===== src/rtl/updi_seq_pkg.sv =====
// Shared types, defaults and sizing helpers for the multi-target UPDI sequencer.
// Latency: n/a (compile-time definitions only).
// Backpressure: n/a.
package updi_seq_pkg;

    typedef enum logic [3:0] {
        S_IDLE,
        S_SCAN,
        S_SETTLE,
        S_START,
        S_WAIT_BUSY,
        S_RUN,
        S_CHECK,
        S_ABORT,
        S_DONE
    } seq_state_t;

    // Defaults for a 100 MHz core clock: 10 us pin settle, 1 s programming watchdog.
    localparam int DEFAULT_SETTLE_CLKS      = 1000;
    localparam int DEFAULT_RUN_TIMEOUT_CLKS = 100_000_000;

    // Width of a down-counter able to hold the largest of the three loads.
    function automatic int timer_width(input int a, input int b, input int c);
        int m;
        m = a;
        if (b > m) m = b;
        if (c > m) m = c;
        return (m < 1) ? 1 : $clog2(m + 1);
    endfunction

    // Width of a target index; never below one bit.
    function automatic int sel_width(input int n);
        return (n > 1) ? $clog2(n) : 1;
    endfunction

endpackage


===== src/rtl/updi_multi_target_seq_timer.sv =====
// Loadable down-counter shared by the settle, busy-wait and run-watchdog phases.
// Latency: load takes effect on the next clock; each enabled clock decrements by one, holding at zero.
// Backpressure: none; load has priority over en.
// Ports: clk, rst (async active-high), load/load_val, en -> value, zero (value == 0).
module updi_seq_timer #(
    parameter int W = 8
) (
    input  logic         clk,
    input  logic         rst,
    input  logic         load,
    input  logic [W-1:0] load_val,
    input  logic         en,
    output logic [W-1:0] value,
    output logic         zero
);

    logic [W-1:0] value_q;
    logic [W-1:0] value_d;

    always_comb begin
        value_d = value_q;
        if (load) begin
            value_d = load_val;
        end else if (en && (value_q != '0)) begin
            value_d = value_q - W'(1);
        end
    end

    always_ff @(posedge clk or posedge rst) begin
        if (rst) begin
            value_q <= '0;
        end else begin
            value_q <= value_d;
        end
    end

    assign value = value_q;
    assign zero  = (value_q == '0);

endmodule


===== src/rtl/updi_multi_target_seq.sv =====
// Steps one shared UPDI programmer across N_TARGETS pins: select, settle, start, watch, retry, report.
// Latency: SETTLE_CLKS from pin select to prog_start; done N_TARGETS+2 clocks after start for an empty mask.
// Backpressure: start is only accepted in IDLE; start pulses during a sequence are dropped.
// Ports: start/target_mask in; busy, done, pass_mask, fail_mask, cur_target out;
//        pin_sel (one-hot mux), prog_rst, prog_start to the programmer; prog_busy, phy_error from it.
// Build option: define UPDI_SEQ_STOP_ON_FAIL_EN to end the sequence at the first target that fails.
module updi_multi_target_seq
    import updi_seq_pkg::*;
#(
    parameter int N_TARGETS        = 4,
    parameter int MAX_RETRIES      = 2,
    parameter int SETTLE_CLKS      = DEFAULT_SETTLE_CLKS,
    parameter int BUSY_WAIT_CLKS   = 16,
    parameter int RUN_TIMEOUT_CLKS = DEFAULT_RUN_TIMEOUT_CLKS
) (
    input  logic                               clk,
    input  logic                               rst,
    input  logic                               start,
    input  logic [N_TARGETS-1:0]               target_mask,
    output logic                               busy,
    output logic                               done,
    output logic [N_TARGETS-1:0]               pass_mask,
    output logic [N_TARGETS-1:0]               fail_mask,
    output logic [sel_width(N_TARGETS)-1:0]    cur_target,
    output logic [N_TARGETS-1:0]               pin_sel,
    output logic                               prog_rst,
    output logic                               prog_start,
    input  logic                               prog_busy,
    input  logic                               phy_error
);

    localparam int CW = sel_width(N_TARGETS);
    localparam int TW = timer_width(SETTLE_CLKS, BUSY_WAIT_CLKS, RUN_TIMEOUT_CLKS);

    localparam logic [TW-1:0]        SETTLE_T = TW'(SETTLE_CLKS);
    localparam logic [TW-1:0]        BUSY_T   = TW'(BUSY_WAIT_CLKS);
    localparam logic [TW-1:0]        RUN_T    = TW'(RUN_TIMEOUT_CLKS);
    localparam logic [CW:0]          END_IDX  = (CW + 1)'(N_TARGETS);
    localparam logic [2:0]           MAX_R    = 3'(MAX_RETRIES);
    localparam logic [N_TARGETS-1:0] ONE      = N_TARGETS'(1);

    seq_state_t             state_q, state_d;
    logic [CW:0]            idx_q, idx_d;       // one extra bit so "past last" is representable
    logic [2:0]             retry_q, retry_d;
    logic                   err_q, err_d;       // sticky per-attempt error
    logic                   busy_q, busy_d;
    logic [N_TARGETS-1:0]   mask_q, mask_d;
    logic [N_TARGETS-1:0]   pass_q, pass_d;
    logic [N_TARGETS-1:0]   fail_q, fail_d;
    logic [N_TARGETS-1:0]   pin_q, pin_d;
    logic [CW-1:0]          cur_q, cur_d;

    logic                   tmr_load;
    logic [TW-1:0]          tmr_load_val;
    logic                   tmr_en;
    logic [TW-1:0]          tmr_value;
    logic                   tmr_zero;
    logic                   tmr_expire;

    logic [N_TARGETS-1:0]   mask_sh;
    logic                   mask_bit;
    logic                   past_last;
    logic [N_TARGETS-1:0]   onehot;

    updi_seq_timer #(.W(TW)) u_timer (
        .clk      (clk),
        .rst      (rst),
        .load     (tmr_load),
        .load_val (tmr_load_val),
        .en       (tmr_en),
        .value    (tmr_value),
        .zero     (tmr_zero)
    );

    // A phase loaded with K lasts exactly K clocks: it ends on the clock whose decrement
    // reaches zero (or immediately when K is zero).
    assign tmr_expire = tmr_zero || (tmr_value == TW'(1));

    // Shift instead of indexing so an index past the last target never selects out of range.
    assign mask_sh   = mask_q >> idx_q;
    assign mask_bit  = mask_sh[0];
    assign past_last = (idx_q >= END_IDX);
    assign onehot    = ONE << idx_q;

    always_comb begin
        state_d      = state_q;
        idx_d        = idx_q;
        retry_d      = retry_q;
        err_d        = err_q;
        busy_d       = busy_q;
        mask_d       = mask_q;
        pass_d       = pass_q;
        fail_d       = fail_q;
        pin_d        = pin_q;
        cur_d        = cur_q;
        tmr_load     = 1'b0;
        tmr_load_val = '0;
        tmr_en       = 1'b0;
        done         = 1'b0;
        prog_start   = 1'b0;
        prog_rst     = 1'b0;

        case (state_q)
            S_IDLE: begin
                if (start) begin
                    mask_d  = target_mask;
                    pass_d  = '0;
                    fail_d  = '0;
                    idx_d   = '0;
                    retry_d = '0;
                    busy_d  = 1'b1;
                    state_d = S_SCAN;
                end
            end
            S_SCAN: begin
                if (past_last) begin
                    state_d = S_DONE;
                end else if (!mask_bit) begin
                    idx_d = idx_q + (CW + 1)'(1);
                end else begin
                    pin_d        = onehot;
                    cur_d        = idx_q[CW-1:0];
                    tmr_load     = 1'b1;
                    tmr_load_val = SETTLE_T;
                    state_d      = S_SETTLE;
                end
            end
            S_SETTLE: begin
                tmr_en = 1'b1;
                if (tmr_expire) begin
                    state_d = S_START;
                end
            end
            S_START: begin
                prog_start   = 1'b1;
                err_d        = 1'b0;
                tmr_load     = 1'b1;
                tmr_load_val = BUSY_T;
                state_d      = S_WAIT_BUSY;
            end
            S_WAIT_BUSY: begin
                if (prog_busy) begin
                    tmr_load     = 1'b1;
                    tmr_load_val = RUN_T;
                    state_d      = S_RUN;
                end else begin
                    tmr_en = 1'b1;
                    if (tmr_expire) begin
                        state_d = S_ABORT;
                    end
                end
            end
            S_RUN: begin
                if (phy_error) begin
                    err_d = 1'b1;
                end
                // Busy dropping wins over a watchdog expiring on the same clock.
                if (!prog_busy) begin
                    state_d = S_CHECK;
                end else begin
                    tmr_en = 1'b1;
                    if (tmr_expire) begin
                        state_d = S_ABORT;
                    end
                end
            end
            S_ABORT: begin
                prog_rst = 1'b1;
                err_d    = 1'b1;
                state_d  = S_CHECK;
            end
            S_CHECK: begin
                if (!err_q) begin
                    pass_d  = pass_q | onehot;
                    retry_d = '0;
                    idx_d   = idx_q + (CW + 1)'(1);
                    pin_d   = '0;
                    state_d = S_SCAN;
                end else if (retry_q < MAX_R) begin
                    retry_d      = retry_q + 3'd1;
                    tmr_load     = 1'b1;
                    tmr_load_val = SETTLE_T;
                    state_d      = S_SETTLE;
                end else begin
                    fail_d  = fail_q | onehot;
                    retry_d = '0;
                    idx_d   = idx_q + (CW + 1)'(1);
                    pin_d   = '0;
`ifdef UPDI_SEQ_STOP_ON_FAIL_EN
                    state_d = S_DONE;
`else
                    state_d = S_SCAN;
`endif
                end
            end
            S_DONE: begin
                done    = 1'b1;
                busy_d  = 1'b0;
                pin_d   = '0;
                state_d = S_IDLE;
            end
            default: begin
                state_d = S_IDLE;
            end
        endcase
    end

    always_ff @(posedge clk or posedge rst) begin
        if (rst) begin
            state_q <= S_IDLE;
            idx_q   <= '0;
            retry_q <= '0;
            err_q   <= 1'b0;
            busy_q  <= 1'b0;
            mask_q  <= '0;
            pass_q  <= '0;
            fail_q  <= '0;
            pin_q   <= '0;
            cur_q   <= '0;
        end else begin
            state_q <= state_d;
            idx_q   <= idx_d;
            retry_q <= retry_d;
            err_q   <= err_d;
            busy_q  <= busy_d;
            mask_q  <= mask_d;
            pass_q  <= pass_d;
            fail_q  <= fail_d;
            pin_q   <= pin_d;
            cur_q   <= cur_d;
        end
    end

    assign busy       = busy_q;
    assign pass_mask  = pass_q;
    assign fail_mask  = fail_q;
    assign pin_sel    = pin_q;
    assign cur_target = cur_q;

endmodule


===== config.mk =====
export PLATFORM = sky130hd
export DESIGN_NAME = updi_multi_target_seq
export DESIGN_NICKNAME = d
export VERILOG_FILES = /design/src/rtl/updi_seq_pkg.sv /design/src/rtl/updi_multi_target_seq_timer.sv /design/src/rtl/updi_multi_target_seq.sv
export SDC_FILE = /design/constraint.sdc
export NUM_CORES = 1
export LEC_CHECK = 0
export BUFFER_PORTS_ARGS = -buffer_cell sky130_fd_sc_hd__buf_2
export CORE_MARGIN = 10
export CORE_UTILIZATION = 54
export CTS_BUF_LIST = sky130_fd_sc_hd__clkbuf_16
export DETAILED_ROUTE_END_ITERATION = 16
export PLACE_DENSITY = 0.74
export RECOVER_POWER = 25
export SLEW_MARGIN = 20
export SYNTH_ARGS = -nofsm -noshare
export SYNTH_HDL_FRONTEND = slang
export SYNTH_SLANG_ARGS = --single-unit

===== constraint.sdc =====
create_clock -name clk -period 2.4 [get_ports clk]
set_clock_uncertainty 0.2 [all_clocks]
set_input_delay 0.12 -clock clk [delete_from_list [all_inputs] [get_ports clk]]
set_output_delay 0.12 -clock clk [all_outputs]
set_load 0.01 [all_outputs]

Yosys cells after proc, flatten, opt, wreduce, memory -nomap -nowiden
Cells that the tools add are included.

Bits in registers: 57. Input port bits: 9. Output and inout port bits: 18. Logic and storage cells: 115.

Add/sub/neg operators: 3. Magnitude comparators: 2. Eq/ne operators: 20. Shift-type cells: 2. Muxes and demuxes: 53. Bitwise logic cells: 3. Reductions and logical operators: 21.

Operator list (number): $pmux W27 S4 (1); $mux W27 (3); $mux W4 (15); $mux W10 (4); $pmux W4 S8 (1); $eq A27 B1 Y1 const B (1); $logic_not A27 Y1 (1); $reduce_bool A27 Y1 (1); $sub A27 B1 Y27 const B (1); $mux W3 (7); $ne A2 B2 Y1 const B (9); $eq A4 B3 Y1 const B (4); $pmux W4 S2 (2); $pmux W4 S3 (1); $mux W1 (11); $pmux W3 S3 (1); $reduce_and A3 Y1 (3); $reduce_bool A3 Y1 (3); $eq A4 B2 Y1 const B (2); $or A4 B4 Y4 (2); $reduce_and A2 Y1 (4); $reduce_and A4 Y1 (2); $add A3 B1 Y3 const B (2); $ne A3 B3 Y1 const B (2); other kinds (17) (21).

Logic depth before layout (Yosys ltp)
Gate-level depths: netlist of run 1.

Word-level depth: 5. Gate-level depth with buffers: 9.

Cells and area by module
From an unflattened synthesis of run 1, not the netlist that was laid out.

Cell total of the unflattened synthesis: 362. Area total of the unflattened synthesis: 3395.8 µm².

By module, submodules not included: updi_seq_timer (instances 1, cells each 187, area each 1735.4 µm², sequential area each 675.6 µm²); updi_multi_target_seq (instances 1, cells each 175, area each 1660.3 µm², sequential area each 750.7 µm²).

Worst setup path after synthesis of run 1
No wires, ideal clock.

Kind: reg2reg. Start: register idx_q[0]. End: register u_timer.value_q[4], in the netlist u_timer.value[4]. Setup time: 121 ps. Data arrival time: 2182 ps. Slack: -103 ps. Cell stages (with the launch flop): 9. Path buffers: 2. Cells stage by stage: dfrtp_1 mux4_2 and4_4 buf_6 or3_1 buf_6 a21o_4 o21a_1 o22a_1.

Longest elaborated chain between the ends: 5.

Ends and longest elaborated chain: from (decl) (line updi_multi_target_seq.sv:43) `logic [CW:0] idx_q, idx_d; // one extra bit so "past last" is representable`; from (signal assigned) (line updi_multi_target_seq.sv:222) `idx_q <= idx_d;`; $shr A4 B3 Y1 (line updi_multi_target_seq.sv:80) `assign mask_sh = mask_q >> idx_q;`; $mux W1 (line updi_multi_target_seq.sv:118) `end else if (!mask_bit) begin`; $mux W1 (line updi_multi_target_seq.sv:116) `if (past_last) begin`; $pmux W1 S4 (line updi_multi_target_seq.sv:103) `case (state_q)`; $mux W27 or $reduce_bool A2 Y1 (tied branches); to (signal assigned) (line updi_multi_target_seq_timer.sv:33) `value_q <= value_d;`; to (decl) (line updi_multi_target_seq_timer.sv:17) `logic [W-1:0] value_q;`.

Several ways; a longest one is shown, not always the timed one. A chain may end at the register's enable or synchronous reset.

Worst setup path after layout of run 1
Start: register u_timer.value_q[9], in the netlist u_timer.value[9]. End: register u_timer.value_q[21], in the netlist u_timer.value[21].

Longest elaborated chain between the ends: 3.

Ends and longest elaborated chain: $sub A27 B1 Y27 or $reduce_bool A27 Y1 (tied branches) (line updi_multi_target_seq_timer.sv:25, updi_multi_target_seq_timer.sv:24); $mux W27 or $logic_and A1 B1 Y1 (tied branches) (line updi_multi_target_seq_timer.sv:24) `end else if (en && (value_q != '0)) begin`; $mux W27 or $reduce_bool A2 Y1 (tied branches).

Several ways; a longest one is shown, not always the timed one. The select of a mux whose other input is x is not followed.

==> results of run 1 <==
## placed cells by master, fill, tap and decap left out, types with 5 or more instances in the layout
cell type and n:
nor2_1 46, o21ai_0 14, buf_2 11, xor2_1 8
inv_1 11, buf_6 5, dlygate4sd3_1 6, nor4_1 7
or3_1 8, o22a_1 9, clkbuf_1 16, nor2b_1 5
nor3_1 6, buf_4 66, ha_1 9, a21oi_1 23
clkbuf_16 9, nand2b_1 5, nand4_1 7, a311oi_2 5
nand2_1 27, dfrtp_1 57
## area by class of cell
| class | count | area [um2] |
|---|---|---|
| well taps | 75 | 93.8 |
| clock inverters | 7 | 95.1 |
| inverters | 11 | 41.3 |
| repair buffers | 107 | 767 |
| fillers | 375 | 1230 |
| clock buffers | 9 | 225 |
| flip-flops and latches | 57 | 1430 |
| multi-input cells | 271 | 2040 |
## per-stage QoR
stage	utilization [%]	setup slack (ns)
final	79.2	-0.190
after global routing	79.2	-0.258
after detailed placement	67.0	-0.227
after CTS	76.2	-0.105
after global placement	67.0	-0.0843
after floorplan	-	-0.0277
## sequential cells by signal, indices dropped and copies added (netlist names), 2 cells and up
signal and count:
pin_sel 4, idx_q 3, mask_q 4, pass_mask 4, cur_target 2, retry_q 3, u_timer.value 27, state_q 4
fail_mask 4
## Yosys cell counts (4+ instances only)
cell type  instances
nor3_1             7
a21oi_1           27
nor2_1            47
nor4b_1            4
or4_1              6
a311oi_1           4
inv_1             11
nor2b_1            5
a31oi_1            5
dfrtp_1           57
or3_1              9
nand2_1           30
nand3_1            6
o22a_1             9
nand4_1            7
ha_1               9
xor2_1             8
o21ai_0           18
clkbuf_1          12
nand2b_1           5
nor4_1             8
## power by group through the flow
stage | clock network [mW] | registers (mW) | logic (mW)
finish | 1.39 | 1.60 | 4.08
global route | 1.42 | 1.64 | 4.37
CTS | 1.39 | 1.57 | 3.60
detailed placement | 0 | 1.57 | 3.22
global placement | 0 | 1.56 | 3.14
floorplan | 0 | 1.59 | 1.89
## routing by layer
metal	share of wire, %	wire (um)	global-route usage [%]
met4	3.8	398	12.5
met2	52	5440	36.1
met3	4.3	451	3.74
met1	39	4100	22.8
met5	0	0	0
## final timing paths
path / from / slack (ns) / endpoint / cells past startpoint
min: start / 0.13 / state_q[1] / 4
max reg2reg: u_timer.value[9] / -0.19 / u_timer.value[21] / 6
min reg2reg: pin_sel[1] / 0.27 / pin_sel[1] / 2
min in group asynchronous: rst / 0.62 / u_timer.value[17] / 4
max in group asynchronous: rst / 0.53 / retry_q[0] / 4
max: u_timer.value[9] / -0.19 / u_timer.value[21] / 6
## worst min-delay path, stage by stage
cell and delay (ns):
buf_2 0.12, nor4_1 0.16, nor2_1 0.11, o311a_1 0.11
## timing repair
item,CTS,global route
hold buffers,6,0
gates cloned,0,0
endpoints found under the setup margin,28,28
buffers inserted,3,2
gates resized for setup,32,32
hold endpoints to repair,62,0
pin swaps,21,29
## kinds of logic (layout without fill, tap and decap cells)
kind of cell | after synthesis | count (layout) | synth area share, %
AND/OR/NAND/NOR | 162 | 162 | 27.3
adder cells (fa/ha/maj) | 9 | 9 | 3.41
multiplexers | 4 | 4 | 1.67
AO/OA/AOI/OAI | 88 | 88 | 18.2
flip-flops | 57 | 57 | 43.2
XOR/XNOR | 8 | 8 | 2.12
buffers and inverters | 30 | 134 | 4.06
==> key figures, run 1 <==
Floorplan
  • IO Count: 27
  • Initial Util: between 50% and 60%
  • Die X: 98.2 um
  • Core footprint: 5920 um2
  • DIE AREA: 9640 um2
  • Die extent in y: 98.2 um
  • Row count: 28

Clocking
  • CTS root buf: clkbuf_16
  • TritonCTS Buffers: 9
  • Htree depth: 3
  • Reg clk slew, reported paths: roughly 0.060 ns
  • Buffer levels on the longest clock path: 2
  • CTS tree: built
  • CTS sink cnt: 57
  • Worst skew pair latency: 0.33 ns

Setup path
  • CP delay by family, top: simple AND/OR/NAND/NOR gates
  • Max stage delay on crit path: 0.59 ns
  • Crit path buf inv count: 0
  • Slowest CP cell: or4_4
  • CP required: 2.42 ns
  • Critical path fanouts, max: 4
  • CP Launch Type: flop
  • WP data arrival: 2.61 ns
  • CP cell instances: or4_4 > or3b_4 > or2_4 > nor4_4 > a31oi_2 > o22a_1
  • CP Capture Type: flop
  • Critical path class: flop to flop

Logic synthesis
  • YS warnings: 0
  • Synthesized flop and latch total: 57
  • Synth Cell Area: 3300 um2
  • Post-synth cell types: 59
  • Asr flop ratio synth: 100%
  • Post-synth top area share: 43.2%
  • Most used DFF post-synth: dfrtp_1
  • Sequential fraction of the synthesis area: a little over two fifths
  • Number of flops mapped to enable cells by yosys: 0
  • Cells after synthesis: about 360
  • Yosys top cell by area: dfrtp_1
  • Syn_nets: 376
  • Mean Syn Cell Area: 9.22 um2
  • Synth top area cells: dfrtp_1, nor2_1, a21oi_1, ha_1, nand2_1

Worst hold path
  • Type of the tightest min-delay check: input port to flop

Routing
  • WL per Instance: ~19 um
  • Routed WL: slightly above 10,000 um
  • Residual DRC: 0
  • Vias: about 3,300
  • Post-DRT Antenna Nets: 0
  • Initial DRC count: 189
  • Drt via density: 6.18
  • Drt pass-1 iters: 5

Outcome
  • Failing checks: negative setup slack
  • Status: complete, but fails checks

Power and ir drop
  • Sequential power share: ~23%
  • Net Sw Frac: 42.7%
  • Lkg Pwr: 2.08 nW
  • Max rail drop VDD: 834 uV
  • PD cells: 1510 nW/um2
  • Comb pwr share: a little under 60%
  • PnR Total Power: approximately 7 mW
  • Sw power: roughly 3 mW
  • Clock network power share: between 10% and 20%
  • P_int: 4.05 mW

Cells and area
  • Share of post-route cells with drive strength above 1: 34.2%
  • Synth-to-Final Area Change: 42.0%
  • Diode count: 0
  • Cell Count, Final, Fillers Out: 537
  • Final instance area: 4690 um2
  • Final nets: 475

Timing
  • Slew Viols, Final: 0
  • Tmin final: approximately 2.6 ns
  • Final setup viols: 21
  • Final period util: 108%
  • Hold Violations, Final: 0
  • Hold Slack: 0.132 ns
  • RSZ-0062 raised after global routing: yes
  • Worst Max-Slew Pin Slew: 1.42 ns
  • Slew headroom: 5.39%
  • Setup_tns: -1.77 ns
  • Fmax: 386 MHz
  • Final worst setup slack: -0.190 ns

Global routing
  • Global Route Usage Sum: 20.7%
  • Gr ovfl total: 0
  • Antenna violations before repair: 0
  • First-pass GRT wire length: roughly 17,000 um
  • Largest net degree at the start of global routing: 58
  • Vias in the first global route: 3,464

Placed design
  • Placed instance count: 511
  • Hpwl dp: between 6000 and 7000 um
  • Placer Congestion: 0.917
  • Port-buffer cells: 26
  • Placement Cell Area: 3970 um2

Run
  • Max_cap viols: 0
Power figures use the tool's default switching activity.
==> run 2, diff against run 1 <==
Settings changed: ABC_AREA from default to 1.
==> key figures, run 2 <==
Cells and area
  • Diode count: 0 (unchanged)
  • Filler Cell Count: 559 (was 375)
  • Most frequent cells in the layout: nand2_1, nor2_1, dfrtp_1 (was buf_4, dfrtp_1, nor2_1)
  • Max reg flops: 27 (unchanged)
  • Share of post-route cells with drive strength above 1: 14.8% (was 34.2%)
  • Core Util, Final: 64.1% (was 79.2%)
  • Final nets: 527 (was 475)
  • Leading cell type in the layout, fill and taps excluded: nand2_1 (was buf_4)
  • Synth-to-Final Area Change: 16.2% (was 42.0%)

Power and ir drop
  • Clock network power share: 22.4% (was 19.7%)
  • Comb pwr share: 47.5% (was 57.7%)
  • P_int: 2.98 mW (was 4.05 mW)
  • Sw power: 2.48 mW (was 3.01 mW)
  • Net Sw Frac: 45.4% (was 42.7%)
  • Max rail drop VDD: 695 uV (was 834 uV)
  • Sequential power share: 30.1% (was 22.6%)
  • Lkg Pwr: 1.92 nW (was 2.08 nW)
  • PD cells: 1350 nW/um2 (was 1510 nW/um2)

Worst hold path
  • Worst hold start: start (unchanged)
  • Type of the tightest min-delay check: input port to flop (unchanged)
  • Worst hold path stage count: 5 (was 4)

Setup path
  • Critical path fanouts, max: 24 (was 4)
  • Worst reg2reg path depth: 8 (was 6)
  • Critical path class: flop to flop (unchanged)
  • Reg-to-reg slack, setup: 0.23 ns (was -0.19 ns)
  • CP Capture Type: flop (unchanged)
  • Reg-to-Reg Start: u_timer.value[22] (was u_timer.value[9])
  • Worst setup path endpoint: u_timer.value[3] (was u_timer.value[21])
  • WP data arrival: 2.18 ns (was 2.61 ns)
  • Origin of the worst setup path: u_timer.value[22] (was u_timer.value[9])
  • Critical R2R Capture: u_timer.value[3] (was u_timer.value[21])
  • CP Launch Type: flop (unchanged)
  • CP required: 2.41 ns (was 2.42 ns)

Logic synthesis
  • Asr flop ratio synth: 100% (unchanged)
  • Cells after synthesis: 464 (was 358)
  • Number of flops mapped to enable cells by yosys: 0 (unchanged)
  • Synth cell count leaders: nand2_1, nor2_1, dfrtp_1 (was dfrtp_1, nor2_1, nand2_1)
  • YS warnings: 0 (unchanged)
  • Post-synth cell types: 32 (was 59)
  • Synthesized flop and latch total: 57 (unchanged)
  • Most used DFF post-synth: dfrtp_1 (unchanged)
  • Syn_nets: 482 (was 376)
  • Yosys top cell by area: dfrtp_1 (unchanged)
  • Sequential fraction of the synthesis area: 40.9% (was 43.2%)
  • Synth top area cells: dfrtp_1, nand2_1, nor2_1, inv_1, o21ai_0 (was dfrtp_1, nor2_1, a21oi_1, ha_1, nand2_1)
  • Top-count cell post-synth: nand2_1 (was dfrtp_1)
  • Post-synth top area share: 40.9% (was 43.2%)
  • Synth Cell Area: 3490 um2 (was 3300 um2)
  • Mean Syn Cell Area: 7.51 um2 (was 9.22 um2)

Timing
  • Slew headroom: 39.0% (was 5.39%)
  • Worst Max-Slew Pin Slew: 0.914 ns (was 1.42 ns)
  • Hold Violations, Final: 0 (unchanged)
  • RSZ-0062 raised after global routing: no (was yes)
  • Final setup viols: 0 (was 21)
  • Final period util: 90.2% (was 108%)
  • Tmin final: 2.17 ns (was 2.59 ns)
  • Setup_tns: 0 ns (was -1.77 ns)
  • Fmax: 462 MHz (was 386 MHz)
  • Slew Viols, Final: 0 (unchanged)

Floorplan
  • Die extent in y: 100 um (was 98.2 um)
  • Die X: 100 um (was 98.2 um)
  • Row count: 29 (was 28)
  • DIE AREA: 10,100 um2 (was 9640 um2)
  • IO Count: 27 (unchanged)
  • Initial Util: 55.2% (was 55.7%)
  • Core footprint: 6310 um2 (was 5920 um2)

Clocking
  • Worst skew pair latency: 0.32 ns (was 0.33 ns)
  • Hold buffers post-CTS: 6 (unchanged)
  • TritonCTS Buffers: 9 (unchanged)
  • CTS sink cnt: 57 (unchanged)
  • CTS root buf: clkbuf_16 (unchanged)
  • CTS tree: built (unchanged)
  • Reg clk slew, reported paths: 0.05 ns (was 0.06 ns)
  • Buffer levels on the longest clock path: 2 (unchanged)
  • Htree depth: 3 (unchanged)
  • Post-cts resize count: 0 (was 32)
  • Setup bufs post-CTS: 0 (was 3)

Routing
  • Initial DRC count: 99 (was 189)
  • Drt via density: 5.26 (was 6.18)
  • Routed WL: 8150 um (was 10,400 um)
  • Post-DRT Antenna Nets: 0 (unchanged)
  • Drt pass-1 iters: 6 (was 5)
  • Vias: 3,107 (was 3,321)
  • WL per Instance: 13.8 um (was 19.4 um)
  • Residual DRC: 0 (unchanged)

Global routing
  • Vias in the first global route: 3,111 (was 3,464)
  • Antenna violations before repair: 0 (unchanged)
  • Global Route Usage Sum: 17.2% (was 20.7%)
  • First-pass GRT wire length: 14,100 um (was 16,700 um)
  • Largest net degree at the start of global routing: 25 (was 58)
  • Gr ovfl total: 0 (unchanged)

Placed design
  • Placer Congestion: 0.932 (was 0.917)
  • Hpwl dp: 6070 um (was 6360 um)
  • Port-buffer cells: 26 (unchanged)

Run
  • Max_cap viols: 0 (unchanged)

Outcome
  • Status: finished, final reports clean (was complete, but fails checks)
[run 2: changes by cell type in the layout (fill, tap and decap cells not counted), moves of 7 or more]
cell	previous run	this run
nand2_1	27	94
buf_4	66	7
inv_1	11	56
nor2_1	46	84
nand3_1	2	28
o21ai_0	14	35
nor2_2	0	10
o22a_1	9	0
or3_1	8	0
nor2_4	2	9
nor4_1	7	0
[run 2: worst min path at each step]
stage                        endpoint
floorplan                   mask_q[0]
global placement    u_timer.value[24]
detailed placement  u_timer.value[24]
CTS                              busy
global route                     busy
finish                           busy
[run 2: final cells by class]
cell class              instances  area (um2)  share of cell area, %
inverters                      59         221                   5.47
clock buffers                   9         225                   5.56
repair buffers                 39         225                   5.56
well taps                      77        96.3                   2.38
multi-input cells             343        1790                   44.3
clock inverters                 7        62.6                   1.54
flip-flops and latches         57        1430                   35.2
[run 2: per-stage QoR]
step                setup WS, ns  power [mW]  instance area [um2]  cells  hold WS [ns]
finish                     0.234        5.45                 4050    591        0.0476
global route              0.0609        5.95                 4050    591        0.0896
CTS                        0.221        5.51                 4070    591        0.0329
detailed placement         0.250        4.25                 3720    569       -0.0200
global placement           0.283        4.18                 3720    569       -0.0214
floorplan                  0.559        3.68                 3490    464        0.0410
[run 2: kinds of logic after synthesis]
logic type,synth area share (%)
adder cells (fa/ha/maj),3.23
AO/OA/AOI/OAI,13.3
flip-flops,40.9
buffers and inverters,7.65
XOR/XNOR,3.02
AND/OR/NAND/NOR,31.9
[run 2: power groups by stage]
stage                     combinational, mW  sequential, mW  clock [mW]
after detailed placement               2.61            1.64           0
final                                  2.59            1.64        1.22
after CTS                              2.63            1.63        1.25
after floorplan                        2.07            1.61           0
after global placement                 2.55            1.63           0
after global routing                   2.98            1.69        1.29
[run 2: layer usage]
metal  up-vias  global-route usage (%)  share of wire, %
met5         -                       0                 0
met4         0                    6.52               1.8
met3        13                    4.19               4.8
met2        77                    28.6                49
met1      1435                    20.9                44
li1       1582                       -                 -
[run 2: worst max-delay path: stages, from the launching register on]
cell and delay [ns]:
dfrtp_1 0.43, nor2_1 0.20, nand2_1 0.10, nor2_1 0.11, nand2_1 0.16, o21ai_4 0.32
nand2_4 0.25, o21ai_0 0.22, nor2_1 0.05
==> run 3, diff against run 2 <==
Settings changed: CORE_MARGIN 10 to default.
==> key figures, run 3 (same netlist as run 2, synthesis figures left out) <==
Timing
  • Setup_tns: 0 ns (unchanged)
  • Hold Violations, Final: 0 (unchanged)
  • Slew Viols, Final: 0 (unchanged)
  • Tmin final: 2.23 ns (was 2.17 ns)
  • Slew headroom: 50.7% (was 39.0%)
  • Worst Max-Slew Pin Slew: 0.738 ns (was 0.914 ns)
  • Hold Slack: 0.0413 ns (was 0.0476 ns)
  • Final period util: 93.1% (was 90.2%)
  • Final setup viols: 0 (unchanged)
  • RSZ-0062 raised after global routing: no (unchanged)
  • Fmax: 447 MHz (was 462 MHz)

Routing
  • Drt via density: 5.38 (was 5.26)
  • Initial DRC count: 181 (was 99)
  • Vias: 3,165 (was 3,107)
  • Residual DRC: 0 (unchanged)
  • Routed WL: 7900 um (was 8150 um)
  • Drt pass-1 iters: 5 (was 6)
  • Post-DRT Antenna Nets: 0 (unchanged)
  • WL per Instance: 13.4 um (was 13.8 um)

Power and ir drop
  • P_int: 2.88 mW (was 2.98 mW)
  • PnR Total Power: 5.39 mW (was 5.45 mW)
  • Comb pwr share: 48.3% (was 47.5%)
  • Sequential power share: 30.3% (was 30.1%)
  • Net Sw Frac: 46.6% (was 45.4%)
  • Sw power: 2.51 mW (was 2.48 mW)
  • Max rail drop VDD: 714 uV (was 695 uV)
  • PD cells: 1340 nW/um2 (was 1350 nW/um2)
  • Clock network power share: 21.4% (was 22.4%)
  • Lkg Pwr: 1.90 nW (was 1.92 nW)

Worst hold path
  • Worst hold path stage count: 5 (unchanged)
  • Type of the tightest min-delay check: input port to flop (unchanged)
  • Worst hold start: start (unchanged)
  • Min-Delay Endpoint: busy (unchanged)

Setup path
  • CP Capture Type: flop (unchanged)
  • Reg-to-reg slack, setup: 0.17 ns (was 0.23 ns)
  • Slowest CP cell: dfrtp_1 (unchanged)
  • CP Launch Type: flop (unchanged)
  • Max stage delay on crit path: 0.39 ns (was 0.43 ns)
  • WP data arrival: 2.25 ns (was 2.18 ns)
  • Critical path class: flop to flop (unchanged)
  • Reg-to-Reg Start: u_timer.value[0] (was u_timer.value[22])
  • Crit path buf inv count: 1 (was 0)
  • Critical R2R Capture: u_timer.value[6] (was u_timer.value[3])
  • CP required: 2.42 ns (was 2.41 ns)
  • Critical path fanouts, max: 24 (unchanged)
  • CP cell instances: inv_1 > ha_1 > nand2_1 > nor2_1 > nand2_2 > o21ai_4 > nand2_4 > o21ai_0 > nor2_1 (was nor2_1 > nand2_1 > nor2_1 > nand2_1 > o21ai_4 > nand2_4 > o21ai_0 > nor2_1)
  • CP most frequent cell: nor2_1 (unchanged)
  • Worst reg2reg path depth: 9 (was 8)
  • CP delay by family, top: simple AND/OR/NAND/NOR gates (unchanged)

Clocking
  • CTS root buf: clkbuf_16 (unchanged)
  • Htree depth: 3 (unchanged)
  • CTS sink cnt: 57 (unchanged)
  • Post-cts resize count: 0 (unchanged)
  • Worst skew pair latency: 0.33 ns (was 0.32 ns)
  • Buffer levels on the longest clock path: 2 (unchanged)
  • CTS tree: built (unchanged)
  • TritonCTS Buffers: 9 (unchanged)
  • Reg clk slew, reported paths: 0.06 ns (was 0.05 ns)

Floorplan
  • DIE AREA: 6780 um2 (was 10,100 um2)
  • Die X: 82.3 um (was 100 um)
  • Die extent in y: 82.3 um (was 100 um)
  • IO Count: 27 (unchanged)
  • Core footprint: 6060 um2 (was 6310 um2)
  • Row count: 28 (was 29)
  • Initial Util: 57.5% (was 55.2%)

Global routing
  • Vias in the first global route: 3,105 (was 3,111)
  • Gr ovfl total: 0 (unchanged)
  • Global Route Usage Sum: 26.9% (was 17.2%)
  • Largest net degree at the start of global routing: 25 (unchanged)
  • Antenna violations before repair: 0 (unchanged)
  • First-pass GRT wire length: 13,700 um (was 14,100 um)

Cells and area
  • Leading cell type in the layout, fill and taps excluded: nand2_1 (unchanged)
  • Final nets: 526 (was 527)
  • Filler Cell Count: 548 (was 559)
  • Share of post-route cells with drive strength above 1: 14.6% (was 14.8%)
  • Max reg flops: 27 (unchanged)
  • Synth-to-Final Area Change: 15.3% (was 16.2%)
  • Most frequent cells in the layout: nand2_1, nor2_1, dfrtp_1 (unchanged)
  • Diode count: 0 (unchanged)

Outcome
  • Status: finished, final reports clean (unchanged)

Placed design
  • Port-buffer cells: 26 (unchanged)
  • Hpwl dp: 5740 um (was 6070 um)
  • Placer Congestion: 0.927 (was 0.932)

Run
  • Max_cap viols: 0 (unchanged)
## run 3: changes by cell type in the layout (fill, tap and decap cells not counted)
cell,change
buf_2,-1
buf_4,-1
bufinv_16,-1
clkbuf_1,+1
clkinv_1,-1
clkinv_2,+1
clkinvlp_4,+1
inv_1,-1
inv_6,+1
nor2_1,+1
nor2_2,-1
## run 3: power by group through the flow
stage | combinational [mW] | clock (mW) | sequential, mW
final | 2.60 | 1.16 | 1.63
after detailed placement | 2.61 | 0 | 1.64
after floorplan | 2.07 | 0 | 1.61
after global placement | 2.55 | 0 | 1.63
after CTS | 2.64 | 1.17 | 1.63
after global routing | 2.97 | 1.21 | 1.68
## run 3: layout make-up
class                      count  area, um2  area share (%)
inverter                      59        221            5.51
clock buffer                   9        225            5.60
sequential                    57       1430            35.5
multi-input combinational    343       1790            44.5
timing repair buffer          38        216            5.38
clock inverter                 7       46.3            1.15
tap                           75       93.8            2.33
## run 3: worst max path at each step
| stage | from | endpoint | slack, ns | cells past startpoint |
|---|---|---|---|---|
| 2_1_floorplan | u_timer.value[0] | u_timer.value[26] | 0.56 | 10 |
| 3_3_place_gp | u_timer.value[22] | u_timer.value[3] | 0.25 | 8 |
| 3_5_place_dp | u_timer.value[17] | u_timer.value[6] | 0.21 | 8 |
| 4_1_cts | u_timer.value[17] | u_timer.value[6] | 0.19 | 8 |
| 5_1_grt | u_timer.value[22] | u_timer.value[3] | 0.02 | 8 |
| 6_report | u_timer.value[0] | u_timer.value[6] | 0.17 | 9 |
## run 3: stage by stage
stage          util (%)  std cells  worst slack, ns  area [um2]
2_1_floorplan         -        464            0.559        3490
3_3_place_gp       61.2        566            0.247        3710
3_5_place_dp       61.2        566            0.211        3710
4_1_cts            66.7        588            0.194        4040
5_1_grt            66.3        588           0.0210        4020
6_report           66.3        588            0.165        4020
## run 3: layer usage
| layer | GRT usage (%) | vias up | wire length (um) |
|---|---|---|---|
| li1 | - | 1580 | - |
| met1 | 33.3 | 1485 | 3550 |
| met2 | 45.7 | 87 | 3860 |
| met3 | 5.82 | 13 | 352 |
| met4 | 10.2 | 0 | 142 |
| met5 | 0 | - | 0 |
## run 3: tightest hold or removal path: cells and delay by family
kind	cells	cell delay, ns
buffers and inverters	3	0.29
and+or+nand+nor	2	0.12
## run 3: what timing repair did
action                                 CTS  global route
setup buffers                            0             0
endpoints found under the hold margin   22             0
setup endpoints to repair                0             3
hold buffers                             6             0
